## src/rtl/fwd_scoreboard_pkg.sv

```systemverilog
// Shared types and constants for the forwarding scoreboard.
package fwd_scoreboard_pkg;

  localparam int unsigned FWD_SEL_RF = 0;

  typedef logic [4:0] regbits_t;

  typedef struct packed {
    logic     valid;
    regbits_t wr_addr;
    logic     is_load;
  } fwd_entry_t;

  function automatic int unsigned fwd_sel_width(input int unsigned depth);
    return $clog2(depth + 1);
  endfunction

endpackage

```

## src/rtl/fwd_scoreboard_if.sv

```systemverilog
// Issue-side handshake between decode/execute and the forwarding scoreboard.
interface fwd_scoreboard_if #(
  parameter int unsigned NUM_SRC = 2,
  parameter int unsigned DEPTH   = 3,
  parameter int unsigned REG_W   = 5
);
  localparam int unsigned SEL_W = $clog2(DEPTH + 1);

  logic                       advance;
  logic                       flush;
  logic                       issue_valid;
  logic                       issue_wr_en;
  logic [REG_W-1:0]           issue_wr_addr;
  logic                       issue_is_load;
  logic [NUM_SRC*REG_W-1:0]   issue_src_addr;
  logic [NUM_SRC-1:0]         issue_src_used;
  logic [NUM_SRC*SEL_W-1:0]   fwd_sel;
  logic                       stall;
  logic [SEL_W-1:0]           occupancy;

  modport master (
    output advance, flush, issue_valid, issue_wr_en, issue_wr_addr,
           issue_is_load, issue_src_addr, issue_src_used,
    input  fwd_sel, stall, occupancy
  );

  modport slave (
    input  advance, flush, issue_valid, issue_wr_en, issue_wr_addr,
           issue_is_load, issue_src_addr, issue_src_used,
    output fwd_sel, stall, occupancy
  );

endinterface

```

## src/rtl/fwd_scoreboard_match_lookup.sv

```systemverilog
// Priority search of the writer stages for one source operand; youngest stage wins.
module fwd_match_lookup #(
  parameter int unsigned DEPTH = 3,
  parameter int unsigned REG_W = 5,
  parameter int unsigned SEL_W = 2
) (
  input  logic [DEPTH-1:0]       ent_valid,
  input  logic [DEPTH*REG_W-1:0] ent_addr,
  input  logic [DEPTH-1:0]       ent_load,
  input  logic [REG_W-1:0]       src_addr,
  input  logic                   src_used,
  output logic                   hit,
  output logic [SEL_W-1:0]       stage,
  output logic                   is_load
);

  always_comb begin
    hit     = 1'b0;
    stage   = '0;
    is_load = 1'b0;
    if (src_used && (src_addr != '0)) begin
      for (int unsigned k = 0; k < DEPTH; k++) begin
        if (!hit && ent_valid[k] && (ent_addr[k*REG_W +: REG_W] == src_addr)) begin
          hit     = 1'b1;
          stage   = SEL_W'(k);
          is_load = ent_load[k];
        end
      end
    end
  end

endmodule

```

## src/rtl/fwd_scoreboard.sv

```systemverilog
// Forwarding scoreboard: DEPTH-stage writer history, per-source forward select, load-use stall.
// Optional FWD_PERF_CNT_EN adds saturating stall_cnt / fwd_cnt outputs.
module fwd_scoreboard
  import fwd_scoreboard_pkg::*;
#(
  parameter int unsigned NUM_SRC          = 2,
  parameter int unsigned DEPTH            = 3,
  parameter int unsigned REG_W            = 5,
  parameter int unsigned LOAD_READY_STAGE = 1
) (
  input  logic              CLK,
  input  logic              nRST,
  fwd_scoreboard_if.slave   bus
`ifdef FWD_PERF_CNT_EN
  ,
  output logic [31:0]       stall_cnt,
  output logic [31:0]       fwd_cnt
`endif
);

  localparam int unsigned SEL_W = fwd_sel_width(DEPTH);

  typedef struct packed {
    logic             valid;
    logic [REG_W-1:0] wr_addr;
    logic             is_load;
  } entry_t;

  entry_t                 ent [DEPTH];
  logic [DEPTH-1:0]       ent_valid;
  logic [DEPTH*REG_W-1:0] ent_addr;
  logic [DEPTH-1:0]       ent_load;
  logic [NUM_SRC-1:0]     src_hit;
  logic [NUM_SRC-1:0]     src_stall;
  logic [SEL_W-1:0]       occ;
  logic                   stall;
  logic                   cap;

  always_comb begin
    ent_valid = '0;
    ent_addr  = '0;
    ent_load  = '0;
    occ       = '0;
    for (int unsigned k = 0; k < DEPTH; k++) begin
      ent_valid[k]                = ent[k].valid;
      ent_addr[k*REG_W +: REG_W]  = ent[k].wr_addr;
      ent_load[k]                 = ent[k].is_load;
      occ                         = occ + SEL_W'(ent[k].valid);
    end
  end

  for (genvar i = 0; i < NUM_SRC; i++) begin : g_src
    logic             hit;
    logic             ld;
    logic [SEL_W-1:0] stg;

    fwd_match_lookup #(
      .DEPTH (DEPTH),
      .REG_W (REG_W),
      .SEL_W (SEL_W)
    ) u_lookup (
      .ent_valid (ent_valid),
      .ent_addr  (ent_addr),
      .ent_load  (ent_load),
      .src_addr  (bus.issue_src_addr[i*REG_W +: REG_W]),
      .src_used  (bus.issue_src_used[i]),
      .hit       (hit),
      .stage     (stg),
      .is_load   (ld)
    );

    assign bus.fwd_sel[i*SEL_W +: SEL_W] = hit ? stg + SEL_W'(1) : SEL_W'(FWD_SEL_RF);
    assign src_hit[i]   = hit;
    assign src_stall[i] = hit & ld & (stg < SEL_W'(LOAD_READY_STAGE));
  end

  assign stall         = bus.issue_valid & ~bus.flush & (|src_stall);
  assign cap           = bus.issue_valid & bus.issue_wr_en & (bus.issue_wr_addr != '0)
                       & ~stall & ~bus.flush;
  assign bus.stall     = stall;
  assign bus.occupancy = occ;

  // Lookup reads only the registered entries, so an instruction never matches its own dest.
  always_ff @(posedge CLK) begin
    if (!nRST) begin
      for (int unsigned k = 0; k < DEPTH; k++) ent[k] <= '0;
    end else if (bus.advance) begin
      ent[0] <= cap ? '{valid: 1'b1, wr_addr: bus.issue_wr_addr, is_load: bus.issue_is_load}
                    : '0;
      for (int unsigned k = 1; k < DEPTH; k++) ent[k] <= ent[k-1];
    end
  end

`ifdef FWD_PERF_CNT_EN
  localparam int unsigned CNT_W = $clog2(NUM_SRC + 1);

  logic [CNT_W-1:0] n_fwd;
  logic [32:0]      fwd_sum;

  always_comb begin
    n_fwd = '0;
    for (int unsigned i = 0; i < NUM_SRC; i++) n_fwd = n_fwd + CNT_W'(src_hit[i]);
    fwd_sum = {1'b0, fwd_cnt} + 33'(n_fwd);
  end

  always_ff @(posedge CLK) begin
    if (!nRST) begin
      stall_cnt <= '0;
      fwd_cnt   <= '0;
    end else begin
      if (bus.advance && stall && (stall_cnt != '1)) stall_cnt <= stall_cnt + 32'd1;
      if (bus.advance && bus.issue_valid && !stall && !bus.flush)
        fwd_cnt <= fwd_sum[32] ? '1 : fwd_sum[31:0];
    end
  end
`endif

endmodule

```

## src/flat_wrapper.sv

```systemverilog
// flat-port wrapper written by rule: the top's interface ports become plain ports
module fwd_scoreboard_flat import fwd_scoreboard_pkg::*;
#(
  parameter int unsigned NUM_SRC          = 2,
  parameter int unsigned DEPTH            = 3,
  parameter int unsigned REG_W            = 5,
  parameter int unsigned LOAD_READY_STAGE = 1
)
  (CLK, nRST, bus_advance, bus_flush, bus_issue_valid, bus_issue_wr_en, bus_issue_wr_addr, bus_issue_is_load, bus_issue_src_addr, bus_issue_src_used, bus_fwd_sel, bus_stall, bus_occupancy);
  fwd_scoreboard_if #(.NUM_SRC(NUM_SRC), .DEPTH(DEPTH), .REG_W(REG_W)) bus_i ();
  input  logic CLK;
  input  logic nRST;
  input wire logic [$bits(bus_i.advance)-1:0] bus_advance;
  input wire logic [$bits(bus_i.flush)-1:0] bus_flush;
  input wire logic [$bits(bus_i.issue_valid)-1:0] bus_issue_valid;
  input wire logic [$bits(bus_i.issue_wr_en)-1:0] bus_issue_wr_en;
  input wire logic [$bits(bus_i.issue_wr_addr)-1:0] bus_issue_wr_addr;
  input wire logic [$bits(bus_i.issue_is_load)-1:0] bus_issue_is_load;
  input wire logic [$bits(bus_i.issue_src_addr)-1:0] bus_issue_src_addr;
  input wire logic [$bits(bus_i.issue_src_used)-1:0] bus_issue_src_used;
  output wire logic [$bits(bus_i.fwd_sel)-1:0] bus_fwd_sel;
  output wire logic [$bits(bus_i.stall)-1:0] bus_stall;
  output wire logic [$bits(bus_i.occupancy)-1:0] bus_occupancy;
  assign bus_i.advance = bus_advance;
  assign bus_i.flush = bus_flush;
  assign bus_i.issue_valid = bus_issue_valid;
  assign bus_i.issue_wr_en = bus_issue_wr_en;
  assign bus_i.issue_wr_addr = bus_issue_wr_addr;
  assign bus_i.issue_is_load = bus_issue_is_load;
  assign bus_i.issue_src_addr = bus_issue_src_addr;
  assign bus_i.issue_src_used = bus_issue_src_used;
  assign bus_fwd_sel = bus_i.fwd_sel;
  assign bus_stall = bus_i.stall;
  assign bus_occupancy = bus_i.occupancy;
  fwd_scoreboard #(.NUM_SRC(NUM_SRC), .DEPTH(DEPTH), .REG_W(REG_W), .LOAD_READY_STAGE(LOAD_READY_STAGE)) u_core (.CLK(CLK), .nRST(nRST), .bus(bus_i));
endmodule
```

## config.mk

```make
export PLATFORM = sky130hd
export DESIGN_NAME = fwd_scoreboard_flat
export DESIGN_NICKNAME = d
export VERILOG_FILES = /design/src/rtl/fwd_scoreboard_pkg.sv /design/src/rtl/fwd_scoreboard_if.sv /design/src/rtl/fwd_scoreboard_match_lookup.sv /design/src/rtl/fwd_scoreboard.sv /design/src/flat_wrapper.sv
export SDC_FILE = /design/constraint.sdc
export NUM_CORES = 1
export LEC_CHECK = 0
export CORE_MARGIN = 3
export CORE_UTILIZATION = 50
export CTS_BUF_LIST = sky130_fd_sc_hd__clkbuf_8 sky130_fd_sc_hd__clkbuf_16
export DETAILED_ROUTE_END_ITERATION = 16
export PLACE_DENSITY = 0.76
export SLEW_MARGIN = 30
export SYNTH_ARGS = -nofsm -noshare
export SYNTH_HDL_FRONTEND = slang
export SYNTH_SLANG_ARGS = --single-unit
export TNS_END_PERCENT = 100
```

## constraint.sdc

```tcl
create_clock -name CLK -period 5.56 [get_ports CLK]
set_input_delay 0.834 -clock CLK [delete_from_list [all_inputs] [get_ports CLK]]
set_output_delay 0.834 -clock CLK [all_outputs]
set_load 0.05 [all_outputs]
```

# --- After elaboration in Yosys (flattened, before gate mapping) ---
# Memories as Yosys holds them, arrays and structs flattened.
# Index checks and enable logic that the tools add are counted.
totals:
  regBits: 0
  ramBits: 21
  out_inout_bits: 7
  elab_cells: 84
  mem_count: 1
mem_list:
  columns: ["memory", "words", "width", "read_ports", "rd_ports_with_merged_regs", "write_ports", "line", "text"]
  rows:
  - ["u_core.ent", 3, 7, 3, 0, 3, "fwd_scoreboard.sv:29", "entry_t ent [DEPTH];"]
classes:
  add_sub_neg: 4
  n_lt_le_gt_ge: 2
  eq_ne: 6
  muxes: 36
  bitwise: 15
  reduce_logical: 20
op_table:
  columns: ["operator", "n"]
  rows:
  - ["$eq 5x5->1", 6]
  - ["$mux 7", 4]
  - ["$mux 1", 26]
  - ["$reduce_bool 5->1", 3]
  - ["$logic_and 1x1->1", 12]
  - ["$mux 2", 6]
  - ["$and 1x1->1", 10]
  - ["$add 2x1->2 const B", 2]
  - ["$logic_not 1->1", 4]
  - ["$lt 2x1->1 const B", 2]
  - ["$or 1x1->1", 3]
  - ["$add 1x1->2", 1]
  - ["$add 2x1->2", 1]
  - ["$not 1->1", 2]
  - ["$reduce_or 2->1", 1]

# --- Longest topological paths before layout ---
# An unclocked memory read counts as a cell.
depth:
  ltp_word: 24
  ltp_mapped: 11

# --- Hierarchy ---
# A second synthesis with hierarchy kept.
hier_totals:
  cells_unflattened: 130
  hier_area_um2: 1445.1
by_module_without_submodules:
  columns: ["mod", "n_inst", "cells_per_inst", "area_per_inst_um2", "seq_area_each_um2"]
  rows:
  - ["fwd_scoreboard", 1, 64, 939.7, 630.6]
  - ["fwd_match_lookup", 2, 33, 252.7, 0.0]

# --- Worst setup path after synthesis ---
# Ideal clock, no wire load.
synth_timing:
  path_type: "input-to-output"
  startpoint: "input bus_issue_src_addr[6]"
  endpoint: "output bus_fwd_sel[3]"
  t_arrival_ns: 2.966
  required_ns: 4.726
  path_slack_ns: 1.760
  stages: 6
  path_buffers: 0
  cell_sequence: "or4_1 -> o21ai_2 -> nor2_1 -> nand2_1 -> ha_1 -> nor3b_1"
synth_via:
  elab_chain_cells: 16
  elab_cells_between_ends: 23
  classes_between: "add/sub (1); eq/ne (3); mux (10); reduce/logical (9)"
synth_rtl:
  columns: ["element", "line", "text"]
  rows:
  - ["from (decl)", "flat_wrapper.sv:19", "input wire logic [$bits(bus_i.issue_src_addr)-1:0] bus_issue_src_addr;"]
  - ["$eq 5x5->1", "fwd_scoreboard_match_lookup.sv:23", "if (!hit && ent_valid[k] && (ent_addr[k*REG_W +: REG_W] == src_addr)) begin"]
  - ["$logic_and 1x1->1", "fwd_scoreboard_match_lookup.sv:23", null]
  - ["$mux 1", "fwd_scoreboard_match_lookup.sv:23", null]
  - ["$mux 1", "fwd_scoreboard_match_lookup.sv:21", "if (src_used && (src_addr != '0)) begin"]
  - ["$logic_not 1->1", "fwd_scoreboard_match_lookup.sv:23", null]
  - ["$logic_and 1x1->1 (2 in a row)", "fwd_scoreboard_match_lookup.sv:23", null]
  - ["$mux 1", "fwd_scoreboard_match_lookup.sv:23", null]
  - ["$mux 1", "fwd_scoreboard_match_lookup.sv:21", null]
  - ["$logic_not 1->1", "fwd_scoreboard_match_lookup.sv:23", null]
  - ["$logic_and 1x1->1 (2 in a row)", "fwd_scoreboard_match_lookup.sv:23", null]
  - ["$mux 2", "fwd_scoreboard_match_lookup.sv:23", null]
  - ["$mux 2", "fwd_scoreboard_match_lookup.sv:21", null]
  - ["$add 2x1->2", "fwd_scoreboard.sv:72", "assign bus.fwd_sel[i*SEL_W +: SEL_W] = hit ? stg + SEL_W'(1) : SEL_W'(FWD_SEL_RF);"]
  - ["$mux 2 (*)", "fwd_scoreboard.sv:72", null]
  - ["to (decl)", "flat_wrapper.sv:21", "output wire logic [$bits(bus_i.fwd_sel)-1:0] bus_fwd_sel;"]
# Mark *: on every way between the ends. The rest lies on a longest branch, timed or not. The select of a mux whose other input is x is not followed.

# --- Worst setup path in the final report ---
layout_timing:
  startpoint: "input bus_issue_src_addr[5]"
  endpoint: "output bus_stall"
layout_via:
  elab_chain_cells: 18
  elab_cells_between_ends: 30
  classes_between: "order compare (1); eq/ne (3); mux (13); bitwise (3); reduce/logical (10)"
layout_rtl:
  columns: ["element", "line", "text"]
  rows:
  - ["$eq 5x5->1", "fwd_scoreboard_match_lookup.sv:23", null]
  - ["$logic_and 1x1->1", "fwd_scoreboard_match_lookup.sv:23", null]
  - ["$mux 1", "fwd_scoreboard_match_lookup.sv:23", null]
  - ["$mux 1", "fwd_scoreboard_match_lookup.sv:21", null]
  - ["$logic_not 1->1", "fwd_scoreboard_match_lookup.sv:23", null]
  - ["$logic_and 1x1->1 (2 in a row)", "fwd_scoreboard_match_lookup.sv:23", null]
  - ["$mux 1", "fwd_scoreboard_match_lookup.sv:23", null]
  - ["$mux 1", "fwd_scoreboard_match_lookup.sv:21", null]
  - ["$logic_not 1->1", "fwd_scoreboard_match_lookup.sv:23", null]
  - ["$logic_and 1x1->1 (2 in a row)", "fwd_scoreboard_match_lookup.sv:23", null]
  - ["$mux 2 or $mux 1 (tied branches)", "fwd_scoreboard_match_lookup.sv:23", null]
  - ["$mux 2 or $mux 1 (tied branches)", "fwd_scoreboard_match_lookup.sv:21", null]
  - ["$lt 2x1->1 or $and 1x1->1 (tied branches)", "fwd_scoreboard.sv:74", "assign src_stall[i] = hit & ld & (stg < SEL_W'(LOAD_READY_STAGE));"]
  - ["$and 1x1->1 (*)", "fwd_scoreboard.sv:74", null]
  - ["$reduce_or 2->1 (*)", "fwd_scoreboard.sv:77", "assign stall = bus.issue_valid & ~bus.flush & (|src_stall);"]
  - ["$and 1x1->1 (*)", "fwd_scoreboard.sv:77", null]
  - ["to (decl)", "flat_wrapper.sv:22", "output wire logic [$bits(bus_i.stall)-1:0] bus_stall;"]
# Marks and branches as above.

==> reports/results.ini <==
[pwr]
clockPowerShare_pct=27.1
comb_power_share_pct=20.6
peakVddDrop_uv=150
intPower_mw=0.271
p_sw_share_pct=27.3
leakagePower_nw=0.693
p_seq_share_pct=52.2
p_per_area_nw_per_um2=202
p_sw_mw=0.102

[logic_synthesis]
synthArstFlopShare_pct=0
synth-edff-count=21
synth_warnings=0
syn_inst=139
netlist_area_um2=1470
yosysTopAreaCell=edfxtp_1
synth_seq_cells=21
synth_area_leaders=edfxtp_1, xnor2_1, xor2_1
yosysTopAreaCellShare_pct=43.0
synth_most_common_cell=edfxtp_1
synthFlopType=edfxtp_1
synth_common_cells=edfxtp_1, xnor2_1, and3_1
syn_nets=166
ys_seq_area_share_pct=43.0
avgSynthCellArea_um2=10.5
synth_cell_types=33

[drt]
firstDrtPassIters=4
drcViolationCount=0
wl_met3_um=208
ant_nets=0
vias_per_cell=5.97
met1_length_mm=1.44
drt_wl_total_mm=3.36
dr_wl_met2_mm=1.64
route.vias.total=1206
top_layer=met4
drt_iter0_drc=44
wl_per_cell_um=16.6

[setup_path]
crit_path_start_kind=input port
crit_type=in -> out
path_cells=clkdlybuf4s50_1, xor2_1, nor4_2, and3_4, nor2_1, nand2_1, ha_1, inv_1, nor2_2, o31ai_2, o22ai_2, and3b_1, clkdlybuf4s50_1
cp_max_fo=8
cp.required_ns=4.73
critPathSlowestCell=clkdlybuf4s50_1
critical_path.max_stage_delay_ns=0.81
critPathCaptureType=primary output
reg2reg_depth=9
cp.arrival_ns=4.08
path_common_cell=clkdlybuf4s50_1

[hold_path]
hold_path.class=reg -> reg
whs_path_depth=1

[global_route]
grt_overflow=0
grtUsageTotal_pct=20.4
antenna_found_initial=0
grt_pass1_vias=1248
grt_start_max_net_pins=22
grt_pass1_wl_mm=5.41

[sta]
final_hold_viol_count=0
finClkSkew_ns=0.00471
finalSetupTns_ns=0
rsz0062_at_grt=false
slew_viol_final=0
fmax_ghz=0.203
fin_crit_ns=4.91
tightest_slew_ns=0.589
min_period_over_period_pct=88.4
max_slew_margin_pct=60.7
setup_viol=0

[clocking]
clkLatencyLatePin_ns=0.26
root_buffer=clkbuf_8
cts.repair.resized=0
clk_pin_slew_ns=0.07
postCtsSetupRepairBufs=0
tritoncts=built
clkSinkCount=21
cts_max_level=1
numCtsBuffers=3
cts_buffer_depth=2
cts_hold_buf=0

[cells_and_area]
area_growth_pct=26.0
nNetsFinal=199
diodes=0
largest_register_ff_count=21
fin_area_um2=1850
top_regs=u_core.ent x21
regMostFlops=u_core.ent
drive_gt1_share_pct=8.77

[die]
io_pins=31
start_util_pct=52.7
die_x_um=60.1
row_count=19
fp.dieH_um=60.1
die_area_um2=3620
core_um2=2780

[placement]
port_buffers=30
dpl.hpwl_mm=2.61
gp_congestion=0.853
place_area_um2=1800

[status]
outcome=finished clean

[flow_run]
drv_cap=0

==> power by group through the flow <==
| stage | sequential (mW) | clock, mW | combinational [mW] |
|---|---|---|---|
| after floorplan | 0.195 | 0 | 0.0439 |
| after global placement | 0.198 | 0 | 0.0738 |
| after detailed placement | 0.198 | 0 | 0.0762 |
| after CTS | 0.194 | 0.103 | 0.0767 |
| after global routing | 0.196 | 0.111 | 0.0829 |
| final | 0.195 | 0.101 | 0.0769 |
==> worst max-delay path, delay by kind of cell <==
family / cells / cell delay (ns)
fa+ha+maj: 1 / 0.13
compound gates: 2 / 0.38
simple gates: 6 / 1.12
xor+xnor: 1 / 0.23
buf+inv: 3 / 1.39
==> metrics by stage <==
stage	hold WS, ns	std cells	total power, mW	setup WS (ns)	util, %
final	0.636	202	0.373	0.645	66.4
after global routing	0.650	202	0.390	0.472	66.4
after CTS	0.630	202	0.374	0.657	66.3
after detailed placement	0.615	198	0.274	0.676	64.6
after global placement	0.599	198	0.272	0.721	64.6
after floorplan	0.563	139	0.239	1.76	-
==> layout make-up <==
| type | count | area, um2 |
|---|---|---|
| Inverter | 3 | 11.3 |
| Multi-Input combinational cell | 113 | 818 |
| Tap cell | 31 | 38.8 |
| Clock inverter | 1 | 5.00 |
| Clock buffer | 3 | 41.3 |
| Timing Repair Buffer | 30 | 300 |
| Fill cell | 231 | 936 |
| Sequential cell | 21 | 631 |
==> worst paths after layout <==
path	to	startpoint	slack, ns
min	u_core.ent[0][7]	u_core.ent[0][0]	0.64
max reg2reg	u_core.ent[0][0]	u_core.ent[0][16]	3.07
max	bus_stall	bus_issue_src_addr[5]	0.65
min reg2reg	u_core.ent[0][7]	u_core.ent[0][0]	0.64
==> layout by cell type (no fill, tap or decap), drive strengths merged, types with 3 or more instances in the layout <==
master | netlist | layout
a21oi | 4 | 4
and3 | 16 | 16
clkbuf | 2 | 3
clkdlybuf4s50 | 0 | 30
edfxtp | 21 | 21
inv | 3 | 3
nand2 | 8 | 8
nand3 | 9 | 9
nor2 | 11 | 11
nor3 | 3 | 3
nor4 | 3 | 3
o21ai | 4 | 4
or4 | 3 | 3
xnor2 | 16 | 16
xor2 | 14 | 14
==> kinds of logic after synthesis <==
family,after synthesis,synth area share (%)
xor gates and xnor gates,30,17.9
and+or+nand+nor,65,26.4
DFF,21,43.0
adders and majority gates,3,3.07
buffers and inverters,5,1.28
AOI/OAI and AO/OA,15,8.28
==> per-layer routing <==
metal  vias to the layer above  track usage [%]
met5                         -                0
met4                         0             10.4
met3                         9             3.24
met2                        52             33.8
met1                       564             25.3
li1                        581                -
(Power assumes the default switching activity.)
